===== src/rtl/oscilo_pkg.sv =====
// Shared types and default widths for the acquisition path.
// Used by the post-trigger capture window counter.
package oscilo_pkg;
  localparam int PT_WIDTH          = 16;
  localparam int PT_PRESCALE_WIDTH = 8;

  typedef enum logic {
    IDLE = 1'b0,
    RUN  = 1'b1
  } pt_state_t;
endpackage


===== src/rtl/tick_prescaler.sv =====
// Sample-rate divider: one terminal cycle every prescale+1 enabled cycles.
// The divider value is shadowed on load so input changes mid-run are ignored.
module tick_prescaler
  import oscilo_pkg::*;
#(
  parameter int PRESCALE_WIDTH = PT_PRESCALE_WIDTH
) (
  input  logic                      clock,
  input  logic                      reset,
  input  logic                      load,
  input  logic                      enable,
  input  logic [PRESCALE_WIDTH-1:0] prescale,
  output logic                      terminal
);

  logic [PRESCALE_WIDTH-1:0] shadow_q, shadow_d;
  logic [PRESCALE_WIDTH-1:0] cnt_q, cnt_d;

  assign terminal = (cnt_q == shadow_q);

  always_comb begin
    shadow_d = shadow_q;
    cnt_d    = cnt_q;
    unique case (1'b1)
      load: begin
        shadow_d = prescale;
        cnt_d    = '0;
      end
      enable: begin
        cnt_d = terminal ? '0 : cnt_q + PRESCALE_WIDTH'(1);
      end
      default: ;
    endcase
  end

  always_ff @(posedge clock) begin
    if (reset) begin
      shadow_q <= '0;
      cnt_q    <= '0;
    end else begin
      shadow_q <= shadow_d;
      cnt_q    <= cnt_d;
    end
  end

endmodule


===== src/rtl/post_trigger_counter.sv =====
// Post-trigger capture window: counts prescaled sample ticks after a trigger
// and pulses done when the requested number of ticks has been emitted.
module post_trigger_counter
  import oscilo_pkg::*;
#(
  parameter int WIDTH          = PT_WIDTH,
  parameter int PRESCALE_WIDTH = PT_PRESCALE_WIDTH
) (
  input  logic                      clock,
  input  logic                      reset,
  input  logic                      enable,
  input  logic                      start,
  input  logic                      abort,
  input  logic [WIDTH-1:0]          length,
  input  logic [PRESCALE_WIDTH-1:0] prescale,
  output logic [WIDTH-1:0]          count_out,
  output logic                      busy,
  output logic                      tick,
  output logic                      done
);

  pt_state_t        state_q, state_d;
  logic [WIDTH-1:0] count_q, count_d;
  logic             busy_q, busy_d;
  logic             tick_q, tick_d;
  logic             done_q, done_d;
  logic             pre_load, pre_en, terminal;

  tick_prescaler #(
    .PRESCALE_WIDTH(PRESCALE_WIDTH)
  ) u_prescaler (
    .clock   (clock),
    .reset   (reset),
    .load    (pre_load),
    .enable  (pre_en),
    .prescale(prescale),
    .terminal(terminal)
  );

  always_comb begin
    state_d  = state_q;
    count_d  = count_q;
    busy_d   = busy_q;
    tick_d   = 1'b0;
    done_d   = 1'b0;
    pre_load = 1'b0;
    pre_en   = 1'b0;
    unique case (state_q)
      IDLE: begin
        if (start && !abort) begin
          if (length != '0) begin
            pre_load = 1'b1;
            count_d  = length;
            busy_d   = 1'b1;
            state_d  = RUN;
          end else begin
            done_d = 1'b1;
          end
        end
      end
      RUN: begin
        if (abort) begin
          count_d = '0;
          busy_d  = 1'b0;
          state_d = IDLE;
        end else if (enable) begin
          pre_en = 1'b1;
          if (terminal && count_q != '0) begin
            tick_d  = 1'b1;
            count_d = count_q - WIDTH'(1);
            if (count_q == WIDTH'(1)) begin
              busy_d  = 1'b0;
              done_d  = 1'b1;
              state_d = IDLE;
            end
          end
        end
      end
      default: state_d = IDLE;
    endcase
  end

  always_ff @(posedge clock) begin
    if (reset) begin
      state_q <= IDLE;
      count_q <= '0;
      busy_q  <= 1'b0;
      tick_q  <= 1'b0;
      done_q  <= 1'b0;
    end else begin
      state_q <= state_d;
      count_q <= count_d;
      busy_q  <= busy_d;
      tick_q  <= tick_d;
      done_q  <= done_d;
    end
  end

  assign count_out = count_q;
  assign busy      = busy_q;
  assign tick      = tick_q;
  assign done      = done_q;

endmodule

===== config.mk =====
export PLATFORM = sky130hd
export DESIGN_NAME = post_trigger_counter
export DESIGN_NICKNAME = d
export VERILOG_FILES = /design/src/rtl/oscilo_pkg.sv /design/src/rtl/tick_prescaler.sv /design/src/rtl/post_trigger_counter.sv
export SDC_FILE = /design/constraint.sdc
export NUM_CORES = 1
export LEC_CHECK = 0
export BUFFER_PORTS_ARGS = -buffer_cell sky130_fd_sc_hd__buf_2
export CAP_MARGIN = 15
export CELL_PAD_IN_SITES_DETAIL_PLACEMENT = 1
export CELL_PAD_IN_SITES_GLOBAL_PLACEMENT = 1
export CORE_MARGIN = 2
export CORE_UTILIZATION = 40
export CTS_BUF_LIST = sky130_fd_sc_hd__clkbuf_16
export DETAILED_ROUTE_END_ITERATION = 10
export PLACE_DENSITY_LB_ADDON = 0.3
export SYNTH_ARGS = -nofsm -noshare
export SYNTH_HDL_FRONTEND = slang
export SYNTH_SLANG_ARGS = --single-unit

===== constraint.sdc =====
create_clock -name clock -period 2.7 [get_ports clock]
set_input_delay 0.135 -clock clock [delete_from_list [all_inputs] [get_ports clock]]
set_output_delay 0.135 -clock clock [all_outputs]
set_load 0.03 [all_outputs]

After elaboration in Yosys (flattened, before gate mapping) --
Cells that the tools add are included.
Storage, ports and cells: bits in registers 36, bits in latches 0, bits in writable memories 0, bits in read-only memories 0, input port bits 29, word-level logic and storage cells 61, memories 0
Cells by class: add/subtract/negate cells 2, $mul 0, divide/modulo/power cells 0, magnitude comparators 0, equal/unequal tests 7, shifts and indexed selects 0, multiplexer cells 34, bitwise gates (word level) 2, reductions and logical operators 9
Operator list (count):
- 2-to-1 mux 16 bit | 5
- case mux 16 bit (2 select lines) | 1
- nonzero test 16 bit | 2
- 2-to-1 mux 1 bit | 23
- equality test 16 x 1 -> 1 bit, second input constant | 1
- case mux 8 bit (2 select lines) | 1
- subtractor 16 x 1 -> 16 bit, second input constant | 1
- adder 8 x 1 -> 8 bit, second input constant | 1
- equality test 8 bit | 1
- 2-to-1 mux 8 bit | 1
- inequality test 3 x 2 -> 1 bit, second input constant | 2
- case mux 1 bit (2 select lines) | 3
- AND reduction 5 bit | 1
- inequality test 2 bit, second input constant | 2
- AND reduction 4 bit | 1
- OR reduction 4 bit | 1
- inequality test 3 bit, second input constant | 1
- logical AND 1 bit | 2
- NOT 1 bit | 2
- nonzero test 2 bit | 1
- logical NOT 1 bit | 1

Depth between registers and ports, before layout --
Gate-level depths: netlist of run 1.
word-level depth 6, gate-level depth with buffers 9, gate-level depth less buffers 8

Modules after synthesis --
From an unflattened synthesis of run 1, not the netlist that was laid out.
Second synthesis, totals: cell total of the unflattened synthesis 246, area, all modules 2117.0 um^2
Modules (own cells, without submodules):
- post_trigger_counter | instances 1, cells each 161, area each 1333.8 um^2, sequential area each 400.4 um^2
- tick_prescaler | instances 1, cells each 85, area each 783.3 um^2, sequential area each 320.3 um^2

Worst setup path before layout of run 1 --
No wires, ideal clock.
path type reg2reg, start reg count_q[0], in the netlist count_out[0], end reg count_q[14], in the netlist count_out[14], arrival 2.054 ns, slack 0.516 ns, stages on the path, launching flop included 9, path buffers 0, cells stage by stage dfxtp_1 -> inv_1 -> ha_1 -> or3b_1 -> nor2_2 -> nand3_1 -> xnor2_1 -> a2111oi_0 -> nor3_1
On the way: cells in the longest elaborated chain, start to end 5
Ends and longest elaborated chain:
- from (decl) | line post_trigger_counter.sv:23 | logic [WIDTH-1:0] count_q, count_d;
- from (signal assigned) | line post_trigger_counter.sv:92 | count_q <= count_d;
- subtractor 16 x 1 -> 16 bit | line post_trigger_counter.sv:70 | count_d = count_q - WIDTH'(1);
- 2-to-1 mux 16 bit | line post_trigger_counter.sv:68 | if (terminal && count_q != '0) begin
- 2-to-1 mux 16 bit | line post_trigger_counter.sv:66 | end else if (enable) begin
- 2-to-1 mux 16 bit | line post_trigger_counter.sv:62 | if (abort) begin
- case mux 16 bit (2 select lines) | line post_trigger_counter.sv:48 | unique case (state_q)
Parallel ways exist; a longest one is shown, timed or not. The select of a mux whose other input is x is not followed. A chain may end at the register's enable or synchronous reset.

Worst setup path in the final report of run 1 --
start reg count_q[0], in the netlist count_out[0], end reg count_q[10], in the netlist count_out[10]
The elaborated chain is that of the path after synthesis.

==> summary.txt, run 1 <==
Critical path
  – Crit. path cell count: 9
  – Worst-path fanout max: 9
  – Reg2Reg Depth: 9
  – Critical Path Source Type: flop
  – Origin of the worst setup path: count_out[0]
  – WP data required: 2850 ps
  – Cell family with most CP delay: simple AND/OR/NAND/NOR gates
  – CP arrival: roughly 2500 ps
  – Largest stage delay, worst path: 440 ps
  – Critical path cell sequence: inv_1 -> ha_1 -> or3b_1 -> nor2_2 -> nand3_4 -> a21o_1 -> nand2_1 -> buf_4 -> o31ai_1
  – Crit path buffers/inverters: 2
  – Worst setup path class: reg2reg
  – Critical R2R Launch: count_out[0]
  – Crit end category: flop
  – Critical-path top delay cell: or3b_1

Final layout
  – Most frequent cells in the layout: buf_2 (47), dfxtp_1 (36), nor2_1 (29)
  – Util after Layout: 49.9%
  – Commonest non-fill, non-tap cell in the layout: buf_2
  – Number of diodes: 0
  – Final Net Count: 346
  – P&R area growth vs syn: 22.4%
  – Share of layout cells above drive strength 1: between 20% and 30%

Route
  – Initial DRT Pass Iterations: 4
  – Remaining antenna violation count after routing: 0
  – Final wirelength: 7.41 mm
  – Via density per instance: 5.96
  – DRC Markers: 0
  – Number of vias in the routed layout: ~2300
  – Iteration-0 DRC Markers: about 140
  – Routed len/inst: a little under 20 um

Pwr
  – Peak supply drop: about 250 uV
  – Pwr Total: 1.58 mW
  – Lkg Pwr: 1.08 nW
  – Cell Pwr Density: 585 nW/um^2

Logic synthesis
  – Fraction of registers with async set/reset: 0%
  – Synth cell types: 58
  – Syn nets: 291
  – Register area share after synthesis: 32.7%
  – Synth Register Bits: 36
  – Synth Cell Area: between 2000 and 2500 um^2
  – Syn_area_per_cell: 8.51 um^2
  – Post-synth EDFFs: 0
  – Ys flop type: dfxtp_1
  – Post-Synthesis Cells: 259
  – Yosys warning total: 0

Floorplanning
  – Boundary pin count: 48
  – Die Width: 78.2 um
  – Num rows: 27
  – Core ar.: 5410 um^2
  – Initial Utilization: 40.8%
  – Die Ht: 78.2 um
  – DIE AREA: 6120 um^2

Run status
  – Outcome: finished, final reports clean

Global route
  – Initial antenna violation count: 0
  – GRT overflow: 0
  – GRT Overall Usage: ~26%
  – Largest net degree at the start of global routing: 33
  – Vias in the first global route: 2359
  – First-pass GRT wire length: roughly 12 mm

Timing
  – Final Cycle Share: 86.7%
  – F_max: 427 MHz
  – Min cycle time layout: roughly 2300 ps
  – Setup_tns: 0 ps
  – RSZ-0062 raised after global routing: false
  – Tightest Pin Transition: 559 ps
  – Setup-failing EPs final: 0
  – Hold Vio Cnt, Final: 0
  – Pins Over Slew Limit: 0
  – Setup Skew: 4.93 ps
  – Worst relative slew slack: 62.7%

Worst hold path
  – Hold Crit Depth: 3
  – Hold crit path type: in2reg
  – Hold wc startpoint: prescale[2]

Clocking
  – TritonCTS clock tree: yes
  – Clock sink total: 36
  – CTS buffer count: 5
  – Worst-path clk slew: 60 ps
  – Post-CTS setup buffer count: 0
  – Clock latency on the worst-skew pair: 280 ps
  – Max Root-Sink Buffers: 2
  – Clock root cell: clkbuf_16
  – Htree depth: 2
  – Post-CTS Resized: 0
  – CTS Hold Bufs: 0

Place
  – Dpl hpwl: 5.37 mm
  – PortBufs: 47
  – Final RePlAce weighted congestion: 0.908

Run
  – Max-Cap Viols: 0
## area by class of cell
type / count / area [um^2]
inverter: 9 / 33.8
tap: 72 / 90.1
fill: 672 / 2710
timing repair buffer: 60 / 333
multi-input combinational: 202 / 1390
sequential: 36 / 721
clock buffer: 5 / 125
clock inverter: 2 / 8.76
## metal layers
| layer | vias up | global-route usage, % | part of all wire, % |
|---|---|---|---|
| li1 | 1081 | - | - |
| met1 | 1113 | 29.9 | 41 |
| met2 | 79 | 44.7 | 50 |
| met3 | 26 | 5.29 | 5.2 |
| met4 | 0 | 11.8 | 4.0 |
| met5 | - | 0 | 0 |
## stage by stage
stage	setup slack, ps	cells	hold slack, ps	cell area [um^2]
after global placement	509	379	370	2560
after CTS	380	386	90.8	2700
after floorplan	516	259	282	2200
after detailed placement	435	379	377	2560
final	358	386	90.3	2700
after global routing	98.8	386	102	2700
## synth_stat cells, drive strengths merged (2+ instances only)
master	instances	area share, %
nor2	34	7.8
mux2i	11	5.0
xnor2	10	4.0
dfxtp	36	33
nand2	13	2.2
a2111oi	2	1.1
nor3	9	2.0
a22o	2	0.79
o311ai	5	2.3
nand3	12	3.3
a32oi	2	0.79
o21ai	12	2.7
o31ai	5	1.7
nand2b	3	0.85
clkbuf	6	1.2
or3	5	1.4
ha	3	1.7
a21oi	25	5.8
inv	9	1.5
nand4	2	0.57
a22oi	4	1.4
o32a	2	0.91
o211ai	4	1.4
nor4	8	3.6
and3	3	0.85
a211oi	6	3.2
or4	2	0.85
buf	6	1.6
a31oi	2	0.57
## worst reg2reg max path, stage by stage (launching register included)
cell     delay, ps
dfxtp_1        360
inv_1          120
ha_1           210
or3b_1         440
nor2_2         300
nand3_4        120
a21o_1         330
nand2_1        150
buf_4          130
o31ai_1         70
## cells by family (layout without fill, tap and decap cells)
| logic type | count (synthesis) | count (layout) | synth area share [%] |
|---|---|---|---|
| and+or+nand+nor | 97 | 97 | 25.8 |
| AOI/OAI and AO/OA | 80 | 80 | 26.1 |
| DFF | 36 | 36 | 32.7 |
| buffers and inverters | 21 | 76 | 4.37 |
| xor gates and xnor gates | 11 | 11 | 4.37 |
| muxes | 11 | 11 | 4.99 |
| adders and majority gates | 3 | 3 | 1.70 |
## path summary, 6_finish.rpt
check | endpoint | slack [ps]
worst max-delay path | count_out[10] | 360
worst min-delay path | u_prescaler.shadow_q[2] | 90
worst max register to register | count_out[10] | 360
worst min register to register | u_prescaler.cnt_q[7] | 490
## state kept, by name, summed over array words and instances, names as in the netlist
register	count
count_out	16
state_q	1
done	1
u_prescaler.shadow_q	8
busy	1
tick	1
u_prescaler.cnt_q	8
## report_power, final
group / leakage (nW) / switching (mW) / internal, mW
Clock: 0.0709 / 0.223 / 0.332
Sequential: 0.294 / 0.0482 / 0.562
Combinational: 0.712 / 0.263 / 0.151
Power figures use the tool's default switching activity.
==> inputs of run 2 (changes only) <==
Settings changed: GPL_TIMING_DRIVEN set to 0.
==> summary.txt, run 2 (same netlist as run 1, synthesis figures left out) <==
Floorplanning
  – Die Ht: 78.2 um
  – DIE AREA: 6120 um^2
  – Core ar.: approximately 5400 um^2
  – Boundary pin count: 48
  – Num rows: 27
  – Initial Utilization: 40.8%
  – Die Width: ~78 um

Clocking
  – Post-CTS Resized: 0
  – CTS buffer count: 5
  – Clock latency on the worst-skew pair: 290 ps
  – CTS Hold Bufs: 0
  – Worst-path clk slew: 60 ps
  – Clock root cell: clkbuf_16
  – TritonCTS clock tree: yes
  – Max Root-Sink Buffers: 2
  – Htree depth: 2
  – Clock sink total: 36
  – Post-CTS setup buffer count: 0

Route
  – Number of vias in the routed layout: between 2000 and 2500
  – Remaining antenna violation count after routing: 0
  – Final wirelength: 7.15 mm
  – Routed len/inst: 18.5 um
  – Iteration-0 DRC Markers: 128
  – DRC Markers: 0
  – Initial DRT Pass Iterations: 5
  – Via density per instance: just under 6

Critical path
  – Capture point of the worst path: count_out[14]
  – Critical Path Source Type: flop
  – CP arrival: 2560 ps
  – Origin of the worst setup path: count_out[0]
  – Crit end category: flop
  – Register-to-Register Setup Slack: 290 ps
  – Reg2Reg Depth: 8
  – Worst setup path class: reg2reg
  – WP data required: between 2000 and 3000 ps
  – Critical R2R Launch: count_out[0]
  – R2R Path End: count_out[14]
  – Worst-path fanout max: 7

Global route
  – Vias in the first global route: 2298
  – GRT overflow: 0
  – Initial antenna violation count: 0
  – Largest net degree at the start of global routing: 13
  – GRT Overall Usage: 25.1%
  – First-pass GRT wire length: approximately 12 mm

Timing
  – Setup Skew: around 6.6 ps
  – F_max: 415 MHz
  – Pins Over Slew Limit: 0
  – Hold Vio Cnt, Final: 0
  – Min cycle time layout: 2410 ps
  – Setup-failing EPs final: 0
  – RSZ-0062 raised after global routing: false
  – Tightest Pin Transition: between 600 and 700 ps
  – Final worst slack: 291 ps
  – Final Cycle Share: between 80% and 90%
  – Setup_tns: 0 ps
  – Worst relative slew slack: 56.3%

Place
  – Post-Place Cells: 378
  – PortBufs: 47
  – Dpl hpwl: 5.26 mm
  – Setup Slack @ Placement: 276 ps
  – Area after DPL: 2530 um^2
  – Final RePlAce weighted congestion: 0.911

Pwr
  – Lkg Pwr: approximately 1.1 nW
  – Peak supply drop: 352 uV
  – Cell Pwr Density: roughly 620 nW/um^2

Worst hold path
  – Hold crit path type: in2reg
  – Hold Crit Depth: 3
  – Hold wc startpoint: prescale[2]

Final layout
  – P&R area growth vs syn: 22.4%
  – Design Area, Final: 2700 um^2
  – Final Net Count: 345
  – Most frequent cells in the layout: buf_2 (52), dfxtp_1 (36), nor2_1 (29)
  – Number of diodes: 0
  – Commonest non-fill, non-tap cell in the layout: buf_2
  – Max FFs per register: 16
  – Share of layout cells above drive strength 1: between 20% and 30%
  – Final Non-Filler Cells: 386
  – Fillers: 652

Run
  – Max-Cap Viols: 0

Run status
  – Outcome: finished, final reports clean
[run 2: worst min path at each step]
stage / end / slack (ps)
floorplan: u_prescaler.shadow_q[7] / 280
global placement: u_prescaler.shadow_q[2] / 370
detailed placement: u_prescaler.shadow_q[2] / 380
CTS: u_prescaler.shadow_q[2] / 90
global route: u_prescaler.shadow_q[2] / 100
finish: u_prescaler.shadow_q[2] / 90
[run 2: cell type report]
type / count / area (um^2) / share of cell area, %
Timing Repair Buffer: 47 / 235 / 8.72
Sequential cell: 36 / 721 / 26.7
Clock inverter: 3 / 42.5 / 1.58
Buffer: 12 / 62.6 / 2.32
Inverter: 9 / 33.8 / 1.25
Clock buffer: 5 / 125 / 4.64
Multi-Input combinational cell: 202 / 1390 / 51.5
Tap cell: 72 / 90.1 / 3.34
[run 2: power breakdown]
| part | internal [mW] | leakage (nW) | switching, mW |
|---|---|---|---|
| logic | 0.142 | 0.687 | 0.257 |
| clock network | 0.434 | 0.0798 | 0.239 |
| registers | 0.562 | 0.294 | 0.0449 |
[run 2: routing by layer]
layer	vias to the layer above	part of all wire (%)	GRT usage, %
li1	1082	-	-
met1	1113	41	30.8
met2	77	51	44.0
met3	13	6.2	4.25
met4	0	1.6	8.95
met5	-	0	0
[run 2: through the flow]
step	hold slack [ps]	power (mW)	util (%)
after detailed placement	378	1.01	46.8
after global placement	370	1.01	46.8
after floorplan	282	0.885	-
after global routing	96.6	1.75	49.9
final	86.4	1.68	49.9
after CTS	87.3	1.68	49.9
[run 2: critical path, cell delays in order (launching register included)]
cell and delay [ps]:
dfxtp_1 370, inv_1 120, ha_1 210, or3b_1 430
nor2_2 330, nand3_1 140, xnor2_1 140, a2111oi_1 450
nor3_1 80
==> inputs of run 3 (changes only) <==
Settings changed: CORE_ASPECT_RATIO set to 2, REMOVE_ABC_BUFFERS set to 1.
==> summary.txt, run 3 (same netlist as run 1, synthesis figures left out) <==
Run status
  – Outcome: finished, final reports clean

Global route
  – Met3 usage: 4.74%
  – First-pass GRT wire length: roughly 12 mm
  – GRT overflow: 0
  – GRT Overall Usage: 25.5%
  – Vias in the first global route: 2392
  – Met1 Usage GRT: 23.4%
  – Initial antenna violation count: 0
  – Largest net degree at the start of global routing: 34
  – Grt met2 use: between 40% and 50%
  – Global routing's busiest layer: met2

Pwr
  – Sequential share of power: 39.0%
  – Peak supply drop: approximately 520 uV
  – Internal power: 1.04 mW
  – Cell Pwr Density: 597 nW/um^2
  – Share of power burned in combinational logic: between 20% and 30%
  – Lkg Pwr: 1.02 nW
  – Clock share of power: 35.4%
  – Sw Share: 33.9%
  – NetSw: 0.531 mW
  – Pwr Total: 1.57 mW

Clocking
  – CTS buffer count: 5
  – Clock latency on the worst-skew pair: between 200 and 300 ps
  – Worst-path clk slew: 60 ps
  – TritonCTS clock tree: yes
  – Htree depth: 2
  – Clock sink total: 36
  – Clock root cell: clkbuf_16
  – CTS Hold Bufs: 0
  – Max Root-Sink Buffers: 2
  – Post-CTS setup buffer count: 0

Place
  – Final RePlAce weighted congestion: 0.876
  – Post-Place Cells: 356
  – Dpl hpwl: 5.64 mm
  – Area after DPL: 2470 um^2
  – Setup Slack @ Placement: -20.3 ps
  – PortBufs: 47

Timing
  – Worst relative slew slack: 47.3%
  – RSZ-0062 raised after global routing: false
  – Min cycle time layout: 2480 ps
  – Hold Vio Cnt, Final: 0
  – Final Cycle Share: 91.7%
  – F_max: approximately 400 MHz
  – WHS: 88.0 ps
  – Pins Over Slew Limit: 0
  – Tightest Pin Transition: between 700 and 800 ps
  – Setup-failing EPs final: 0
  – Setup_tns: 0 ps
  – Setup Skew: 7.59 ps
  – Final worst slack: 225 ps

Critical path
  – Critical path cell sequence: inv_1 -> ha_1 -> or3b_1 -> nor2_2 -> nand3_4 -> a21oi_4 -> nor2_4 -> a211oi_2
  – Critical-path top delay cell: a21oi_4
  – Cell family with most CP delay: simple AND/OR/NAND/NOR gates
  – WP data required: 2900 ps
  – Critical Path Source Type: flop
  – Crit path buffers/inverters: 1
  – CP arrival: between 2000 and 3000 ps
  – Crit end category: flop
  – Worst setup path class: reg2reg
  – Largest stage delay, worst path: 450 ps
  – Worst-path fanout max: 12

Run
  – Max-Cap Viols: 0

Worst hold path
  – Hold crit path type: in2reg

Final layout
  – Max FFs per register: 16
  – P&R area growth vs syn: 19.1%
  – Design Area, Final: about 2600 um^2
  – Final Net Count: 335
  – Multi-input logic area: 1400 um^2
  – Share of layout cells above drive strength 1: 24.3%
  – Most frequent cells in the layout: buf_2 (47), dfxtp_1 (36), nor2_1 (28)
  – Commonest non-fill, non-tap cell in the layout: buf_2
  – Util after Layout: 48.9%
  – Number of diodes: 0
  – Fillers: 685
  – Reg area: 721 um^2
  – Final Non-Filler Cells: 364

Floorplanning
  – Die Ht: 109 um
  – Die Width: 56.5 um
  – Core ar.: 5370 um^2
  – Num rows: 38
  – Initial Utilization: approximately two fifths
  – DIE AREA: 6160 um^2
  – Boundary pin count: 48

Route
  – Remaining antenna violation count after routing: 0
  – Iteration-0 DRC Markers: 40
  – Routed len/inst: 20.7 um
  – Number of vias in the routed layout: 2277
  – DRC Markers: 0
  – Initial DRT Pass Iterations: 4
  – Final wirelength: 7.54 mm
  – Via density per instance: 6.26
==> run 3: final cells by class <==
cell class	count	share of cell area (%)
flip-flops and latches	36	27.5
clock inverters	3	0.524
inverters	9	1.29
well taps	60	2.86
multi-input cells	202	53.4
repair buffers	49	9.68
clock buffers	5	4.77
==> run 3: repair_timing <==
| action | in CTS | in global routing |
|---|---|---|
| endpoints found under the hold margin | 0 | 0 |
| setup endpoints to repair | 6 | 17 |
| gates resized for setup | 1 | 2 |
==> run 3: routing by layer <==
layer	share of wire, %	up-vias	wire length (um)
li1	-	1066	-
met1	34	1121	2570
met2	58	65	4340
met3	3.6	25	270
met4	4.9	0	369
met5	0	-	0
==> run 3: power groups by stage <==
stage / combinational [mW] / clock (mW) / sequential [mW]
after floorplan: 0.219 / 0 / 0.656
after global placement: 0.384 / 0 / 0.621
after detailed placement: 0.393 / 0 / 0.622
after CTS: 0.398 / 0.568 / 0.610
after global routing: 0.433 / 0.587 / 0.616
final: 0.402 / 0.555 / 0.611
==> run 3: path summary, 6_finish.rpt <==
| path | startpoint | end | slack [ps] | depth (start not counted) |
|---|---|---|---|---|
| max | count_out[0] | count_out[12] | 220 | 8 |
| min | prescale[5] | u_prescaler.shadow_q[5] | 90 | 3 |
| max reg2reg | count_out[0] | count_out[12] | 220 | 8 |
| min reg2reg | u_prescaler.cnt_q[7] | u_prescaler.cnt_q[7] | 500 | 1 |
==> run 3: worst register-to-register path: cells and delay by family (launching register included) <==
kind,cells,cell delay [ps]
adder cells (fa/ha/maj),1,210
buffers and inverters,1,120
AND/OR/NAND/NOR,4,1050
AO/OA/AOI/OAI,2,650
flip-flops,1,370
